--- src/rtl/pmem_load_pkg.sv ---
// Shared types and sizing for the program-memory boot loader.
// The optional PMEM_LOAD_CHKSUM_EN build uses the CHECK state.
package pmem_load_pkg;

   localparam int PMEM_DEPTH = 512;
   localparam int PMEM_AW    = 9;

   typedef enum logic [1:0] {
      IDLE  = 2'd0,
      LOAD  = 2'd1,
      CHECK = 2'd2,
      DONE  = 2'd3
   } ld_state_t;

   // A load length is usable only when it names at least one word and fits the memory.
   function automatic logic len_ok(input logic [31:0] len, input logic [31:0] depth);
      return (len != 32'd0) && (len <= depth);
   endfunction

endpackage

--- src/rtl/pmem_load_chksum.sv ---
// Running 32-bit wrapping sum of accepted host words, compared against the expected value
// captured with start. Only instantiated when PMEM_LOAD_CHKSUM_EN is defined.
module pmem_load_chksum (
   input  logic        clk,
   input  logic        rst,
   input  logic        clear,
   input  logic        add,
   input  logic [31:0] data,
   input  logic [31:0] exp_in,
   output logic        match
);

   logic [31:0] sum;
   logic [31:0] exp_val;

   // Accumulator restarts and captures the expected sum on every accepted start.
   always_ff @(posedge clk or posedge rst) begin
      if (rst) begin
         sum     <= 32'd0;
         exp_val <= 32'd0;
      end else if (clear) begin
         sum     <= 32'd0;
         exp_val <= exp_in;
      end else if (add) begin
         sum     <= sum + data;
      end
   end

   assign match = (sum == exp_val);

endmodule

--- src/rtl/pmem_load_ctrl.sv ---
// Boot loader: streams host words into PMEM at incrementing addresses and holds the core
// in reset until the image is complete. Optional checksum gate: PMEM_LOAD_CHKSUM_EN.
module pmem_load_ctrl
   import pmem_load_pkg::*;
#(
   parameter int DEPTH = PMEM_DEPTH,
   parameter int AW    = PMEM_AW
) (
   input  logic          clk,
   input  logic          rst,
   input  logic          start,
   input  logic [AW:0]   load_len,
   input  logic          abort,
   input  logic          host_valid,
   input  logic [31:0]   host_data,
`ifdef PMEM_LOAD_CHKSUM_EN
   input  logic [31:0]   chk_exp,
   output logic          chk_ok,
`endif
   output logic          host_ready,
   output logic          pmem_wr_valid,
   output logic [31:0]   pmem_wr_addr,
   output logic [31:0]   pmem_wr_data,
   output logic          core_hold,
   output logic          done,
   output logic          err,
   output logic [AW:0]   word_cnt
);

   ld_state_t   state;
   ld_state_t   state_nxt;
   logic [AW:0] len;
   logic [AW:0] cnt_inc;
   logic        start_idle;
   logic        accept;
   logic        reject;
   logic        xfer;
   logic        last;

`ifdef PMEM_LOAD_CHKSUM_EN
   logic        chk_match;

   pmem_load_chksum u_chksum (
      .clk    (clk),
      .rst    (rst),
      .clear  (accept),
      .add    (xfer),
      .data   (host_data),
      .exp_in (chk_exp),
      .match  (chk_match)
   );
`endif

   // State-derived outputs and handshake qualifiers; abort discards a same-cycle transfer.
   always_comb begin
      host_ready = (state == LOAD);
      done       = (state == DONE);
      core_hold  = (state != DONE);
      start_idle = start && ((state == IDLE) || (state == DONE));
      accept     = start_idle && len_ok(32'(load_len), 32'(DEPTH));
      reject     = start_idle && !len_ok(32'(load_len), 32'(DEPTH));
      xfer       = (state == LOAD) && host_valid && !abort;
      cnt_inc    = word_cnt + {{AW{1'b0}}, 1'b1};
      last       = xfer && (cnt_inc == len);
   end

   // Next-state logic.
   always_comb begin
      state_nxt = state;
      case (state)
         IDLE: begin
            if (accept) state_nxt = LOAD;
            else        state_nxt = IDLE;
         end
         LOAD: begin
            if (abort) begin
               state_nxt = IDLE;
            end else if (last) begin
`ifdef PMEM_LOAD_CHKSUM_EN
               state_nxt = CHECK;
`else
               state_nxt = DONE;
`endif
            end else begin
               state_nxt = LOAD;
            end
         end
         CHECK: begin
`ifdef PMEM_LOAD_CHKSUM_EN
            if (chk_match) state_nxt = DONE;
            else           state_nxt = IDLE;
`else
            state_nxt = IDLE;
`endif
         end
         DONE: begin
            if (accept) state_nxt = LOAD;
            else        state_nxt = DONE;
         end
         default: state_nxt = IDLE;
      endcase
   end

   // FSM, counter, error flag and the write channel, which lags its handshake by one cycle.
   always_ff @(posedge clk or posedge rst) begin
      if (rst) begin
         state         <= IDLE;
         len           <= {(AW+1){1'b0}};
         word_cnt      <= {(AW+1){1'b0}};
         err           <= 1'b0;
         pmem_wr_valid <= 1'b0;
         pmem_wr_addr  <= 32'd0;
         pmem_wr_data  <= 32'd0;
      end else begin
         state         <= state_nxt;
         pmem_wr_valid <= xfer;
         if (accept) begin
            len      <= load_len;
            word_cnt <= {(AW+1){1'b0}};
         end else if (xfer) begin
            word_cnt <= cnt_inc;
         end
         if (xfer) begin
            pmem_wr_addr <= {{(31-AW){1'b0}}, word_cnt};
            pmem_wr_data <= host_data;
         end
         if (accept) begin
            err <= 1'b0;
         end else if (reject || ((state == LOAD) && abort)) begin
            err <= 1'b1;
`ifdef PMEM_LOAD_CHKSUM_EN
         end else if ((state == CHECK) && !chk_match) begin
            err <= 1'b1;
`endif
         end
      end
   end

`ifdef PMEM_LOAD_CHKSUM_EN
   // Checksum verdict is latched on leaving CHECK and cleared by the next accepted start.
   always_ff @(posedge clk or posedge rst) begin
      if (rst) begin
         chk_ok <= 1'b0;
      end else if (accept) begin
         chk_ok <= 1'b0;
      end else if (state == CHECK) begin
         chk_ok <= chk_match;
      end
   end
`endif

endmodule

--- config.mk ---
export PLATFORM = sky130hd
export DESIGN_NAME = pmem_load_ctrl
export DESIGN_NICKNAME = d
export VERILOG_FILES = /design/src/rtl/pmem_load_pkg.sv /design/src/rtl/pmem_load_chksum.sv /design/src/rtl/pmem_load_ctrl.sv
export SDC_FILE = /design/constraint.sdc
export NUM_CORES = 1
export LEC_CHECK = 0
export BUFFER_PORTS_ARGS = -buffer_cell sky130_fd_sc_hd__clkbuf_2
export CAP_MARGIN = 20
export CORE_AREA = 2 2 98 100
export CTS_CLUSTER_DIAMETER = 200
export DETAILED_ROUTE_END_ITERATION = 10
export DIE_AREA = 0 0 100 102
export PLACE_DENSITY = 0.64
export SETUP_SLACK_MARGIN = 0.3
export SLEW_MARGIN = 40
export SYNTH_ARGS = -nofsm -noshare
export SYNTH_HDL_FRONTEND = slang
export SYNTH_SLANG_ARGS = --single-unit
--- constraint.sdc ---
create_clock -name clk -period 1.92 [get_ports clk]
set_clock_uncertainty 0.15 [all_clocks]
set_input_delay 0.192 -clock clk [delete_from_list [all_inputs] [get_ports clk]]
set_output_delay 0.192 -clock clk [all_outputs]
set_load 0.02 [all_outputs]
==> results of run 1 <==
-- metrics by stage --
stage               hold slack, ns  area (um^2)  TNS (ns)  utilization  cells
floorplan                    0.147         3280         0            -    356
global placement             0.137         3830         0        0.421    552
detailed placement           0.144         3830  -0.00696        0.421    552
CTS                         0.0179         4590         0        0.504    616
global route                0.0568         4810   -0.0486        0.528    624
finish                      0.0456         4810         0        0.528    624
-- final cells by class --
class	instances	area (um^2)	share of cell area
timing repair buffer	177	1300	0.271
multi-input combinational	247	1490	0.310
clock buffer	14	173	0.0359
inverter	7	35.0	0.00729
clock inverter	2	10.0	0.00208
sequential	66	1660	0.345
tap	111	139	0.0289
-- power by group --
part           total, mW  internal (mW)  switching (mW)
logic               1.10          0.456           0.641
clock network       1.07          0.572           0.495
registers           1.77           1.62           0.147
-- cells in the mapped netlist, types with 5 or more instances --
library cell	number
nand2_1	133
dfrtp_1	66
buf_4	22
xnor2_1	12
nor2_1	10
clkbuf_1	9
xor2_1	9
a21oi_1	7
mux2_4	7
nor3_1	7
inv_1	6
o21ai_0	5
-- state kept, by name, indices dropped and copies added (netlist names) --
name,count
pmem_wr_data,32
len,10
pmem_wr_addr,10
word_cnt,10
state,2
err,1
pmem_wr_valid,1
-- per-layer routing --
layer	vias to the layer above	routed length (um)	global-route usage
met5	-	0	0
met2	81	4330	0.284
met3	10	322	0.0260
li1	1370	-	-
met4	0	120	0.0611
met1	1357	3650	0.208
-- cell families (layout without fill, tap and decap cells) --
| logic type | after synthesis | count (layout) |
|---|---|---|
| fa+ha+maj | 4 | 4 |
| xor+xnor | 21 | 21 |
| other cells | 1 | 22 |
| mux | 9 | 9 |
| simple gates | 174 | 174 |
| compound gates | 17 | 17 |
| buf+inv | 43 | 200 |
| flops | 66 | 66 |
-- worst max-delay path, cell delays in order, from the launching register on --
cell and delay [ns]:
dfrtp_1 0.40, inv_2 0.08, ha_4 0.19, nand2b_4 0.14, nor3b_4 0.32, buf_6 0.19
mux2_4 0.30
-- cells in the final DEF (no fill, tap or decap), types with 3 or more instances in the layout --
master	n
buf_4	19
nand2_1	131
a21oi_1	4
a21oi_2	3
conb_1	22
buf_6	6
clkbuf_2	102
dlygate4sd3_1	42
inv_2	3
xnor2_1	10
clkbuf_8	12
buf_12	4
nor2_1	5
nor2_4	3
nand3_1	3
dfrtp_2	5
nand4_1	4
xor2_1	8
dfrtp_1	61
mux2_4	9
nor3_1	4
-- what timing repair did --
item                       4_1_cts  5_1_grt
cloned                           0        2
resized for setup               30       29
hold buffers                    42        0
setup buffers                    6        6
hold endpoints to repair        66        0
setup endpoints to repair       66       66
pin swaps                        3        5
-- final timing paths --
path,slack (ns),depth (start not counted),end,startpoint
setup / recovery,0.04,6,len[3],state[1]
hold / removal,0.05,3,len[9],load_len[9]
setup reg to reg,0.04,6,len[3],state[1]
hold reg to reg,0.32,2,pmem_wr_data[9],pmem_wr_data[9]
max in group asynchronous,0.67,4,pmem_wr_data[27],rst
min in group asynchronous,0.32,3,len[1],rst
==> flow_summary.yaml, run 1 <==
clock_network:
  clockRootBuffer: "clkbuf_8"
  clkLatencyLatePin_ns: 0.33
  htreeDepth: 3
  cts_sinks: 66
  clk_pin_slew_ns: 0.07
  cts_buffers: 9
  clockBufferDepth: 2
  cts_tree: "yes"
synth:
  synthAdderAreaFrac: 0.0160
  synth_simple_gate_area_share: 0.240
  yosysSeqAreaShare: 0.527
  synth_seq_cells: 66
  syn_area_um2: 3130
  syn_avg_cell_area_um2: 9.35
  synth_top_area_share: 0.527
  synth_top_family_by_area: "simple AND/OR/NAND/NOR gates"
  synth_area_leaders: "dfrtp_1 53%, nand2_1 16%, buf_4 5.3%, mux2_4 3.4%, xnor2_1 3.4%"
  synth.distinct_cells: 39
  yosys-mux-area-fraction: 0.0408
  netlist_instances: 335
  synth-xor-area-share: 0.0587
  synthFlopType: "dfrtp_1"
  synth-compound-area-share: 0.0320
  yosys.area.top_type: "dfrtp_1"
  yosysWarnings: 0
  async_reset_ff_frac: 1.00
  synth_edf_count: 0
layout:
  fin_nets: 559
  syn2layout_area_growth_pct: 53.5
  num-fill-cells: 807
  drive_above_1_share: 0.386
  n_antenna_cell: 0
power_and_ir_drop:
  power_mw: 3.93
  power_density_nw_per_um2: 818
  vdd_drop_max_mv: 0.506
  p_leak_nw: 2.53
sta:
  fin_crit_ns: 1.88
  setup_slack_ns: 0.0383
  maxSlewViolCount: 0
  rsz0062_at_grt: "yes"
  hold_viol: 0
  setup_viol: 0
  fin_crit_sh: 0.980
  fmax_ghz: 0.531
  tightestPinTransition_ns: 0.624
  slew_headroom: 0.583
route:
  via_per_inst: 4.52
  routedWlPerCell_um: 13.5
  first_pass_iters: 4
  drc_errors: 0
  antenna_left: 0
  routed_wl_um: 8430
  num_vias: 2818
  initialDrtViolationCount: 68
floorplan:
  fp.coreArea_um2: 9110
  num_rows: 35
  ioPinCount: 126
  start_util: 0.344
  die_h_um: 102
  die_w_um: 100
  dieArea_um2: 10200
setup_path:
  worstSetupPathType: "register to register"
  end_kind: "register"
  cp.required_ns: 1.99
  crit_arrival_ns: 1.95
  start_kind: "register"
  crit_path_max_fanout: 6
flow_run:
  max_cap_viol_count: 0
grt:
  grt_pass1_wl_um: 13200
  grt-ovfl-total: 0
  grt_usage: 0.164
  grt_max_degree: 36
  first_global_vias: 2758
  grt_antenna_before_repair: 0
hold_path:
  hp-class: "primary input to register"
place:
  portBuffers: 103
  routabilityCongestion: 0.873
  dp_slack_ns: -0.00434
  place_hpwl_um: 5540
run_status:
  outcome: "completed"
Power figures use the tool's default switching activity.
==> inputs of run 2 (changes only) <==
--- a/config.mk
+++ b/config.mk
@@ -11,7 +11,7 @@
 export CTS_CLUSTER_DIAMETER = 200
 export DETAILED_ROUTE_END_ITERATION = 10
 export DIE_AREA = 0 0 100 102
-export PLACE_DENSITY = 0.64
+export PLACE_DENSITY = 0.62
 export SETUP_SLACK_MARGIN = 0.3
 export SLEW_MARGIN = 40
 export SYNTH_ARGS = -nofsm -noshare
==> constraint.sdc (replaced) <==
create_clock -name clk -period 2.16 [get_ports clk]
set_clock_uncertainty 0.15 [all_clocks]
set_input_delay 0.216 -clock clk [delete_from_list [all_inputs] [get_ports clk]]
set_output_delay 0.216 -clock clk [all_outputs]
set_load 0.02 [all_outputs]
==> run 2 against run 1 <==
  * Largest cell class unchanged
  * Non-clock buffer count down 6
  * Sequential power down 10%
  * Final cell count fell by 1.1%
  * Clock-buffer cell count shrank 1
  * Flip-flop and latch count is the same
  * Via count is essentially flat
  * Power is 12% lower
  * Register-to-register slack improved by 0.20 ns
  * Clock power fell by 13%
  * First-iteration DRC count up 63%
  * Design area is 2.0% lower
  * Critical path type unchanged
  * Global-route usage grew 0.41 points
==> flow_summary.yaml, run 2 (synthesis gave the netlist of run 1 again) <==
route:
  drc_errors: 0
  routedWlPerCell_um: 14.0
  initialDrtViolationCount: 111
  antenna_left: 0
  via_per_inst: 4.57
  routed_wl_um: 8650
  num_vias: 2817
  first_pass_iters: 4
power_and_ir_drop:
  power_mw: 3.47
  p_leak_nw: 2.47
  pwr-share-seq: 0.457
  pwr-share-clk: 0.269
  sw_frac_of_total: 0.335
  p_comb_frac: 0.274
  p_int_mw: 2.31
  vdd_drop_max_mv: 0.490
  power.net_switching_mw: 1.16
  power_density_nw_per_um2: 736
grt:
  grt_max_degree: 42
  first_global_vias: 2819
  grt-ovfl-total: 0
  grt_usage: 0.168
  grt_antenna_before_repair: 0
  grt_pass1_wl_um: 13500
clock_network:
  cts_tree: "yes"
  htreeDepth: 3
  cts_buffers: 9
  clkLatencyLatePin_ns: 0.34
  clk_pin_slew_ns: 0.08
  clockBufferDepth: 2
  clockRootBuffer: "clkbuf_8"
  cts_sinks: 66
layout:
  final_area_um2: 4710
  final_cell_mix: "124 x nand2_1, 103 x clkbuf_2, 64 x dfrtp_1, 40 x dlygate4sd3_1, 22 x conb_1"
  mostFrequentLayoutCell: "nand2_1"
  num-fill-cells: 820
  largest_reg_flops: 32
  syn2layout_area_growth_pct: 50.5
  n_antenna_cell: 0
  top_register: "pmem_wr_data"
  fin_nets: 553
  drive_above_1_share: 0.372
floorplan:
  fp.coreArea_um2: 9110
  dieArea_um2: 10200
  start_util: 0.344
  ioPinCount: 126
  die_h_um: 102
  die_w_um: 100
  num_rows: 35
sta:
  tightestPinTransition_ns: 0.573
  maxSlewViolCount: 0
  tns_ns: 0
  rsz0062_at_grt: "yes"
  slew_headroom: 0.617
  fin_crit_sh: 0.890
  fmax_ghz: 0.520
  setup_viol: 0
  fin_crit_ns: 1.92
  hold_viol: 0
  timing.hold.ws_ns: 0.0116
setup_path:
  crit_arrival_ns: 2.00
  worstSetupPathType: "register to register"
  crit_path_max_fanout: 5
  cp-startpoint: "state[1]"
  cp.required_ns: 2.23
  end_kind: "register"
  reg2reg_from: "state[1]"
  start_kind: "register"
run_status:
  outcome: "completed"
place:
  place_area_um2: 3730
  portBuffers: 103
  place_hpwl_um: 5300
  routabilityCongestion: 0.863
flow_run:
  max_cap_viol_count: 0
hold_path:
  hp-class: "primary input to register"
  hp-start: "load_len[4]"
## run 2: stage by stage
| stage | setup slack (ns) | std cells | util |
|---|---|---|---|
| 2_1_floorplan | 0.333 | 356 | - |
| 3_3_place_gp | 0.223 | 543 | 0.410 |
| 3_5_place_dp | 0.200 | 543 | 0.410 |
| 4_1_cts | 0.306 | 611 | 0.491 |
| 5_1_grt | 0.162 | 617 | 0.517 |
| 6_report | 0.238 | 617 | 0.517 |
## run 2: repair_timing
item | CTS | global route
gates cloned | 1 | 2
pin swaps | 3 | 19
buffers inserted | 12 | 4
setup endpoints to repair | 48 | 61
endpoints found under the hold margin | 64 | 0
hold buffers | 40 | 0
gates resized for setup | 11 | 47
## run 2: final cells by class
cell class | count | area, um^2 | share of cell area
Clock buffer | 13 | 159 | 0.0337
Clock inverter | 2 | 12.5 | 0.00266
Inverter | 7 | 42.5 | 0.00903
Multi-Input combinational cell | 247 | 1460 | 0.309
Sequential cell | 66 | 1650 | 0.351
Tap cell | 111 | 139 | 0.0295
Timing Repair Buffer | 171 | 1250 | 0.265
## run 2: routing by layer
metal / track usage / up-vias / wire length (um)
met5: 0 / - / 0
met4: 0.0590 / 0 / 91
met3: 0.0349 / 11 / 469
met2: 0.299 / 104 / 4420
met1: 0.203 / 1346 / 3660
li1: - / 1356 / -
## run 2: power groups by stage
stage | combinational, mW | clock [mW] | sequential, mW
floorplan | 0.354 | 0 | 1.79
global placement | 0.816 | 0 | 1.60
detailed placement | 0.835 | 0 | 1.59
CTS | 0.914 | 0.965 | 1.58
global route | 1.04 | 1.02 | 1.61
finish | 0.949 | 0.934 | 1.59
## run 2: worst paths after layout
kind | endpoint | slack, ns | cells past startpoint
min in group asynchronous | pmem_wr_data[22] | 0.35 | 3
worst min-delay path | len[4] | 0.01 | 2
worst min register to register | pmem_wr_data[25] | 0.32 | 2
worst max-delay path | len[6] | 0.24 | 6
worst max register to register | len[6] | 0.24 | 6
max in group asynchronous | pmem_wr_data[1] | 0.92 | 4
## run 2: critical path: stages (launching register included)
cell      delay, ns
dfrtp_1        0.39
inv_2          0.07
ha_1           0.29
nand2b_4       0.15
nor3b_4        0.28
buf_6          0.18
mux2_4         0.30
==> inputs of run 3 (changes only) <==
--- a/config.mk
+++ b/config.mk
@@ -5,6 +5,7 @@
 export SDC_FILE = /design/constraint.sdc
 export NUM_CORES = 1
 export LEC_CHECK = 0
+export ABC_AREA = 1
 export BUFFER_PORTS_ARGS = -buffer_cell sky130_fd_sc_hd__clkbuf_2
 export CAP_MARGIN = 20
 export CORE_AREA = 2 2 98 100
==> run 3 against run 2 <==
  * Clock power up 5.5%
  * Area after synthesis decreased by 0.16%
  * Register-to-register slack improved by 0.11 ns
  * Via count increased by 2.1%
  * Sequential power grew 25%
  * Non-clock buffer count decreased by 10
  * Clock-buffer cell count is 1 lower
  * Largest power group unchanged
  * Highest routed layer unchanged
==> flow_summary.yaml, run 3 <==
floorplan:
  start_util: 0.343
  fp.coreArea_um2: 9110
  die_w_um: 100
  dieArea_um2: 10200
  num_rows: 35
  die_h_um: 102
  ioPinCount: 126
route:
  routed_wl_um: 7930
  via_per_inst: 4.37
  num_vias: 2876
  first_pass_iters: 5
  initialDrtViolationCount: 98
  drc_errors: 0
  routedWlPerCell_um: 12.0
  antenna_left: 0
layout:
  multi_input_area_um2: 1270
  fin_nets: 593
  regArea_um2: 1650
  largest_reg_flops: 32
  syn2layout_area_growth_pct: 44.5
  drive_above_1_share: 0.293
  num-fill-cells: 847
  final_cell_mix: "164 x nand2_1, 99 x clkbuf_2, 64 x dfrtp_1, 38 x dlygate4sd3_1, 25 x inv_1"
  mostFrequentLayoutCell: "nand2_1"
  n_antenna_cell: 0
  top_register: "pmem_wr_data"
synth:
  yosysSeqAreaShare: 0.528
  synth_edf_count: 0
  synthFlopType: "dfrtp_1"
  synth_area_leaders: "dfrtp_1 53%, nand2_1 20%, buf_4 5.8%, nand3_1 3.5%, inv_1 3.4%"
  async_reset_ff_frac: 1.00
  yosys.area.top_type: "dfrtp_1"
  synth.distinct_cells: 27
  synth_top_area_share: 0.528
  netlist_instances: 384
  synth.top_cells.by_count: "164 x nand2_1, 66 x dfrtp_1, 28 x inv_1, 24 x buf_4, 22 x nand3_1"
  syn_area_um2: 3130
  yosysWarnings: 0
  syn_avg_cell_area_um2: 8.14
  synth.most_common_cell: "nand2_1"
  synth_seq_cells: 66
clock_network:
  cts_sinks: 66
  clockBufferDepth: 2
  clockRootBuffer: "clkbuf_8"
  clkLatencyLatePin_ns: 0.34
  htreeDepth: 3
  cts_buffers: 9
  cts_tree: "yes"
  clk_pin_slew_ns: 0.07
setup_path:
  crit_path_max_fanout: 10
  cp.required_ns: 2.23
  crit_arrival_ns: 1.88
  start_kind: "register"
  cp_num_buf_inv: 2
  crit_family: "simple AND/OR/NAND/NOR gates"
  worstSetupPathType: "register to register"
  end_kind: "register"
  cpMaxStageDelayCell: "dfrtp_1"
  crit_chain: "inv_1 > ha_1 > nor2_4 > nand3b_1 > nand2_4 > inv_4 > nand3_1 > o31ai_1"
  cpPeakStageDelay_ns: 0.42
  rrSetupSlack_ns: 0.35
sta:
  timing.hold.ws_ns: 0.105
  setup_viol: 0
  setup_slack_ns: 0.351
  fin_crit_sh: 0.837
  tns_ns: 0
  tightestPinTransition_ns: 0.587
  slew_headroom: 0.608
  fin_crit_ns: 1.81
  fmax_ghz: 0.553
  hold_viol: 0
  rsz0062_at_grt: "yes"
  maxSlewViolCount: 0
place:
  routabilityCongestion: 0.759
  dp_slack_ns: 0.138
  place_hpwl_um: 5430
  portBuffers: 103
grt:
  grt_antenna_before_repair: 0
  grt_pass1_wl_um: 12600
  grt_usage: 0.158
  grt-ovfl-total: 0
  first_global_vias: 2734
  grt_max_degree: 31
power_and_ir_drop:
  p_leak_nw: 2.43
  power_density_nw_per_um2: 1090
  vdd_drop_max_mv: 0.564
  power_mw: 4.91
run_status:
  outcome: "completed"
hold_path:
  hp-class: "primary input to register"
flow_run:
  max_cap_viol_count: 0
run 3: changes by cell type in the layout (fill, tap and decap cells not counted), sizes merged, moves of 5 or more:
cell and delta:
nor2 +5, nand3 +18, inv +25, mux2 -9, nand2 +32, o21ai +16, buf -7, clkbuf -6
xor2 -8, nor3 -5, xnor2 -11
run 3: cells by family after synthesis:
logic type | synth area share
simple gates | 0.274
buf+inv | 0.110
flops | 0.528
compound gates | 0.0656
fa+ha+maj | 0.0160
xor+xnor | 0.00560
other cells | 0.00120
run 3: where the power goes:
group | total, mW | leakage (nW) | switching [mW] | internal [mW]
combinational | 1.95 | 1.49 | 1.23 | 0.714
clock | 0.985 | 0.0944 | 0.479 | 0.507
sequential | 1.98 | 0.843 | 0.294 | 1.69
run 3: area by class of cell:
class	count	share of cell area
clock buffer	12	0.0366
clock inverter	4	0.00554
inverter	31	0.0288
multi-input combinational	273	0.282
sequential	66	0.366
tap	111	0.0307
timing repair buffer	161	0.250
run 3: worst paths after layout:
kind	from	to	cells past startpoint
max reg2reg	state[0]	word_cnt[4]	8
min	abort	err	3
min in group asynchronous	rst	pmem_wr_valid	3
max	state[0]	word_cnt[4]	8
max in group asynchronous	rst	len[7]	4
min reg2reg	pmem_wr_data[14]	pmem_wr_data[14]	2
run 3: layer usage:
metal  vias to the layer above  GRT usage  wire (um)
li1                       1475          -          -
met1                      1281      0.198       3550
met2                       106      0.252       3630
met3                        14     0.0472        577
met4                         0     0.0780        165
met5                         -          0          0
run 3: metrics by stage:
step / utilization / cells / area [um^2]
floorplan: - / 405 / 3210
global placement: 0.407 / 591 / 3700
detailed placement: 0.407 / 591 / 3700
CTS: 0.477 / 650 / 4340
global route: 0.496 / 658 / 4520
finish: 0.496 / 658 / 4520
run 3: what timing repair did:
item | in CTS | in global routing
endpoints found under the hold margin | 65 | 0
cloned | 0 | 2
pin swaps | 0 | 9
hold buffers | 42 | 0
buffers inserted | 1 | 6
gates resized for setup | 5 | 28
endpoints found under the setup margin | 28 | 33
run 3: worst min-delay path: cells and delay by family:
family                 cells  cell delay (ns)
buffers and inverters      1             0.14
and+or+nand+nor            1             0.11
AOI/OAI and AO/OA          1             0.08
